<file path="config.mk">
export PLATFORM = sky130hd
export DESIGN_NAME = keypad_scan
export DESIGN_NICKNAME = d
export VERILOG_FILES = /design/src/rtl/keypad_scan.sv
export SDC_FILE = /design/constraint.sdc
export NUM_CORES = 1
export LEC_CHECK = 0
export BUFFER_PORTS_ARGS = -buffer_cell sky130_fd_sc_hd__buf_2
export CAP_MARGIN = 10
export CORE_ASPECT_RATIO = 1.75
export CORE_MARGIN = 4
export CORE_UTILIZATION = 63
export DETAILED_ROUTE_END_ITERATION = 7
export HOLD_SLACK_MARGIN = 0.05
export PLACE_DENSITY = 0.83
export REMOVE_ABC_BUFFERS = 1
export SYNTH_ARGS = -nofsm -noshare
export SYNTH_HDL_FRONTEND = slang
export SYNTH_SLANG_ARGS = --single-unit
</file>
<file path="constraint.sdc">
create_clock -name clk -period 3 [get_ports clk]
set_clock_uncertainty 0.05 [all_clocks]
set_input_delay 0.15 -clock clk [delete_from_list [all_inputs] [get_ports clk]]
set_output_delay 0.15 -clock clk [all_outputs]
set_load 0.02 [all_outputs]
</file>
<file path="src/rtl/keypad_scan.sv">
// 4x4 matrix keypad front end: row scan, 2-flop column sync, press/release debounce, key decode.
// Key event lands DEBOUNCE cycles after the detecting sample; the digit strobe follows one cycle later.
module keypad_scan #(
    parameter int SCAN_DIV = 256,
    parameter int DEBOUNCE = 1024
) (
    input  logic       clk,
    input  logic       nRST,
    output logic [3:0] row_out,
    input  logic [3:0] col_in,
    input  logic       complete,
    output logic [3:0] keypad_input,
    output logic       read_input,
    output logic [2:0] operator_input,
    output logic       equal_input
);
    localparam int SW = $clog2(SCAN_DIV);
    localparam int DW = $clog2(DEBOUNCE + 1);
    localparam logic [SW-1:0] SCAN_LAST = SW'(SCAN_DIV - 1);
    localparam logic [DW-1:0] DEB_LAST  = DW'(DEBOUNCE - 1);

    typedef enum logic [1:0] {SCAN, DEB_PRESS, HELD, DEB_REL} state_t;

    state_t        state_q, state_d;
    logic [3:0]    col_s1_q, col_s2_q;
    logic [1:0]    row_q, row_d;
    logic [SW-1:0] scan_cnt_q, scan_cnt_d;
    logic [DW-1:0] deb_cnt_q, deb_cnt_d;
    logic [1:0]    lat_row_q, lat_row_d;
    logic [3:0]    lat_col_q, lat_col_d;
    logic [3:0]    kp_q, kp_d;
    logic          dig_ev_q, dig_ev_d;
    logic          read_q;
    logic [2:0]    op_q, op_d;
    logic          eq_q, eq_d;

    logic [3:0]    col_low;
    logic          one_low;
    logic          key_ev;
    logic [1:0]    col_idx;

    assign col_low = ~col_s2_q;
    assign one_low = (col_low != 4'd0) && ((col_low & (col_low - 4'd1)) == 4'd0);

    // Scan/debounce FSM; row rotation is frozen outside SCAN so the latched key stays driven.
    always_comb begin
        state_d    = state_q;
        row_d      = row_q;
        scan_cnt_d = scan_cnt_q;
        deb_cnt_d  = deb_cnt_q;
        lat_row_d  = lat_row_q;
        lat_col_d  = lat_col_q;
        key_ev     = 1'b0;
        case (state_q)
            SCAN: begin
                if (scan_cnt_q == SCAN_LAST) begin
                    scan_cnt_d = '0;
                    if (one_low) begin
                        lat_row_d = row_q;
                        lat_col_d = col_s2_q;
                        deb_cnt_d = DW'(1);
                        state_d   = DEB_PRESS;
                    end else begin
                        row_d = row_q + 2'd1;
                    end
                end else begin
                    scan_cnt_d = scan_cnt_q + SW'(1);
                end
            end
            DEB_PRESS: begin
                if (col_s2_q != lat_col_q) begin
                    deb_cnt_d = '0;
                    state_d   = SCAN;
                end else if (deb_cnt_q >= DEB_LAST) begin
                    key_ev    = 1'b1;
                    deb_cnt_d = '0;
                    state_d   = HELD;
                end else begin
                    deb_cnt_d = deb_cnt_q + DW'(1);
                end
            end
            HELD: begin
                if (col_s2_q == 4'hF) begin
                    deb_cnt_d = DW'(1);
                    state_d   = DEB_REL;
                end
            end
            DEB_REL: begin
                if (col_s2_q != 4'hF) begin
                    deb_cnt_d = '0;
                    state_d   = HELD;
                end else if (deb_cnt_q >= DEB_LAST) begin
                    deb_cnt_d = '0;
                    state_d   = SCAN;
                end else begin
                    deb_cnt_d = deb_cnt_q + DW'(1);
                end
            end
            default: state_d = SCAN;
        endcase
    end

    always_comb begin
        col_idx = 2'd0;
        casez (lat_col_q)
            4'b???0: col_idx = 2'd0;
            4'b??01: col_idx = 2'd1;
            4'b?011: col_idx = 2'd2;
            4'b0111: col_idx = 2'd3;
            default: col_idx = 2'd0;
        endcase
    end

    // Completion is applied before key decode; a key event while equals is pending is dropped.
    always_comb begin
        kp_d     = kp_q;
        dig_ev_d = 1'b0;
        op_d     = op_q;
        eq_d     = eq_q;
        if (eq_q && complete) begin
            eq_d = 1'b0;
            op_d = 3'b000;
        end
        if (key_ev && !eq_q) begin
            if (lat_row_q != 2'd3) begin
                if (col_idx != 2'd3) begin
                    kp_d     = {2'b00, lat_row_q} * 4'd3 + {2'b00, col_idx} + 4'd1;
                    dig_ev_d = 1'b1;
                end else begin
                    op_d = 3'b001 << lat_row_q;
                end
            end else if (col_idx == 2'd1) begin
                kp_d     = 4'd0;
                dig_ev_d = 1'b1;
            end else if (col_idx == 2'd2) begin
                eq_d = 1'b1;
            end
        end
    end

    always_ff @(posedge clk) begin
        if (!nRST) begin
            state_q    <= SCAN;
            col_s1_q   <= 4'hF;
            col_s2_q   <= 4'hF;
            row_q      <= 2'd0;
            scan_cnt_q <= '0;
            deb_cnt_q  <= '0;
            lat_row_q  <= 2'd0;
            lat_col_q  <= 4'hF;
            kp_q       <= 4'd0;
            dig_ev_q   <= 1'b0;
            read_q     <= 1'b0;
            op_q       <= 3'b000;
            eq_q       <= 1'b0;
        end else begin
            state_q    <= state_d;
            col_s1_q   <= col_in;
            col_s2_q   <= col_s1_q;
            row_q      <= row_d;
            scan_cnt_q <= scan_cnt_d;
            deb_cnt_q  <= deb_cnt_d;
            lat_row_q  <= lat_row_d;
            lat_col_q  <= lat_col_d;
            kp_q       <= kp_d;
            dig_ev_q   <= dig_ev_d;
            read_q     <= dig_ev_q;
            op_q       <= op_d;
            eq_q       <= eq_d;
        end
    end

    assign row_out        = ~(4'b0001 << row_q);
    assign keypad_input   = kp_q;
    assign read_input     = read_q;
    assign operator_input = op_q;
    assign equal_input    = eq_q;
endmodule

</file>
==> results by group <==
Floorplan
  – Row cnt: 29
  – Standard cell core area: approximately 3600 um^2
  – Die width: around 54 um
  – Ports: 20
  – Die height: 88.8 um
  – Initial core utilization: 64.8%
  – Die ar.: just under 5000 um^2

STA
  – Final TNS setup: 0 ns
  – Unrepaired setup endpoints after global routing: false
  – Slew Limit Fails: 0
  – Setup violators final: 0
  – Fin crit share: 74.2%
  – Rel. slew slack: between 50 and 60%
  – Fin. Hold Viols: 0
  – Measured slew at the worst slew-check pin: around 0.69 ns
  – Highest clock rate: between 400 and 500 MHz
  – Worst hold margin: 0.0798 ns
  – Min Tclk post-route: 2.23 ns

Pwr
  – Pwr per Cell Area: 429 nW/um^2
  – Switching power: 0.231 mW
  – Peak supply drop: 385 uV
  – Internal power: approximately 0.90 mW
  – Power Total: around 1.1 mW
  – Switching part of the total: 20.5%
  – Sequential power share: 56.7%
  – Clk pwr share: 39.0%
  – Combinational power share: 4.2%
  – Reported leakage power: about 1.1 nW

Layout
  – Sequential cell area: 941 um^2
  – Commonest non-fill, non-tap cell in the layout: dfxtp_1
  – Antenna Cells: 0
  – Fin nets: 307
  – Layout area overhead: 11.9%
  – Fillers: roughly 280
  – Post-Layout Cell Count: 331
  – Multi-input gate area: 1310 um^2
  – Most frequent cells in the layout: dfxtp_1 (47), buf_2 (19), nand2_1 (18)
  – Layout cells sized above 1: 14.4%

Global routing
  – Met1 usage: between 20% and 30%
  – Antenna violations before repair: 0
  – GR peak layer: met2
  – Largest net degree at the start of global routing: 27
  – All-Layer GR Usage: 21.8%
  – GRT overflow: 0
  – Met2 Use GR: 39.5%
  – Vias in the first global route: ~1800
  – Routing usage on met3: 4.22%
  – First-pass GRT wire length: 7.91 mm

Clock tree
  – CTS Hold Bufs: 4
  – CTS tree: yes
  – Postcts setup bufs: 0
  – Clock Latency Late Sink: 0.30 ns
  – CTS clock-pin slew for the worst setup and hold paths: 0.08 ns
  – CTS sink cnt: 47
  – CTS-repair resized insts: 0
  – Root buffer cell: clkbuf_8
  – Number of buffers created by CTS: 5
  – Clk buf depth: 2
  – H-tree depth: 2

Setup path
  – Crit. End Element: flip-flop
  – WP data required: 3.14 ns
  – Critical path arrival: 2.36 ns
  – CP Launch Type: flip-flop
  – Crit path kind: reg -> reg
  – Worst Path Max Fanout: 7

Yosys
  – Register area share after synthesis: 40.0%
  – Post-synth EDFFs: 0
  – Post-Synthesis Cell Area: 2350 um^2
  – Distinct cells, synth: 50
  – Asr flop ratio synth: 0%
  – Ys Warns: 0
  – Total of flip-flops plus latches after synthesis: 47
  – Top FF cell, synth: dfxtp_1
  – Mean Syn Cell Area: 9.05 um^2
  – Syn Inst Count: 260

Placed design
  – PortBufs: 19
  – Placed cell count: 320
  – GPL Wtd Cong: around 0.8
  – Dpl hpwl: 3.16 mm

Drt
  – DRT Pass-1 Iters: 4
  – Detailed-route DRC error count: 0
  – Via/cell ratio: approximately 5.8
  – Vias after detailed routing: 1911
  – Initial DRC Count: 40
  – Post-DR wirelength/cell: roughly 14 um
  – WL final: roughly 4.5 mm
  – Post-DRT Antenna Nets: 0

Job
  – Max-cap viol count: 0

Status
  – Status: finished clean

Hold path
  – Worst hold path class: in -> reg
through the flow:
step                      setup WS [ns]  utilization [%]  instance area, um^2
after floorplan                   0.903                -                 2310
after global placement            0.884             68.6                 2490
after detailed placement          0.805             68.6                 2490
after CTS                         0.777             72.6                 2630
after global routing              0.631             72.6                 2630
final                             0.775             72.6                 2630
cells in the mapped netlist, types with 4 or more instances:
cell type,count,area (um^2)
inv_1,15,56.3
xor2_1,6,52.6
or3_1,8,50.1
ha_1,13,163
clkbuf_1,4,15.0
nor3_1,5,25.0
o21ai_0,9,45.0
nand2b_1,14,87.6
xnor2_1,4,35.0
mux2i_1,7,70.1
a211oi_1,5,37.5
nand3_1,15,75.1
a21oi_1,13,65.1
nand2_1,18,67.6
and2_1,6,37.5
nand4_1,7,43.8
dfxtp_1,47,941
nor2_1,17,63.8
metal layers:
| layer | vias up | wire length, um |
|---|---|---|
| met2 | 48 | 2470 |
| li1 | 966 | - |
| met1 | 890 | 1750 |
| met5 | - | 0 |
| met3 | 7 | 203 |
| met4 | 0 | 85 |
worst max-delay path, cell delays in order, from the launching register on:
cell	delay (ns)
dfxtp_1	0.44
nand2_1	0.09
a21oi_1	0.18
fa_1	0.48
ha_1	0.31
a21o_1	0.16
a21oi_1	0.15
nor2_1	0.06
mux2i_1	0.14
nor2_1	0.05
kinds of logic (layout without fill, tap and decap cells):
group / count (synthesis) / count (layout) / share of synthesized area [%]
flops: 47 / 47 / 40.0
buf+inv: 25 / 50 / 4.31
fa+ha+maj: 15 / 15 / 8.62
simple gates: 113 / 113 / 27.5
mux: 7 / 7 / 2.98
compound gates: 43 / 43 / 12.9
xor+xnor: 10 / 10 / 3.72
cell type report:
class / instances / share of cell area [%]
Clock buffer: 6 / 2.76
Clock inverter: 1 / 1.14
Inverter: 17 / 2.42
Multi-Input combinational cell: 188 / 49.8
Sequential cell: 47 / 35.7
Tap cell: 46 / 2.19
Timing Repair Buffer: 26 / 5.99
registers in the layout, summed over array words and instances (netlist names), 3 cells and up:
register,cells
col_s1_q,4
col_s2_q,4
deb_cnt_q,11
keypad_input,4
lat_col_q,4
operator_input,3
scan_cnt_q,8
worst paths after layout:
check	start	end	slack [ns]	cells past startpoint
max	lat_col_q[1]	keypad_input[3]	0.77	9
min	complete	equal_input	0.08	3
max reg2reg	lat_col_q[1]	keypad_input[3]	0.77	9
min reg2reg	col_s1_q[0]	col_s2_q[0]	0.36	1
power groups by stage:
stage	clock network [mW]	registers (mW)	logic (mW)
2_1_floorplan	0	0.653	0.0285
3_3_place_gp	0	0.654	0.0421
3_5_place_dp	0	0.654	0.0431
4_1_cts	0.449	0.640	0.0477
5_1_grt	0.482	0.641	0.0537
6_report	0.440	0.640	0.0476
Note: power is estimated with default switching activity, not from simulation.
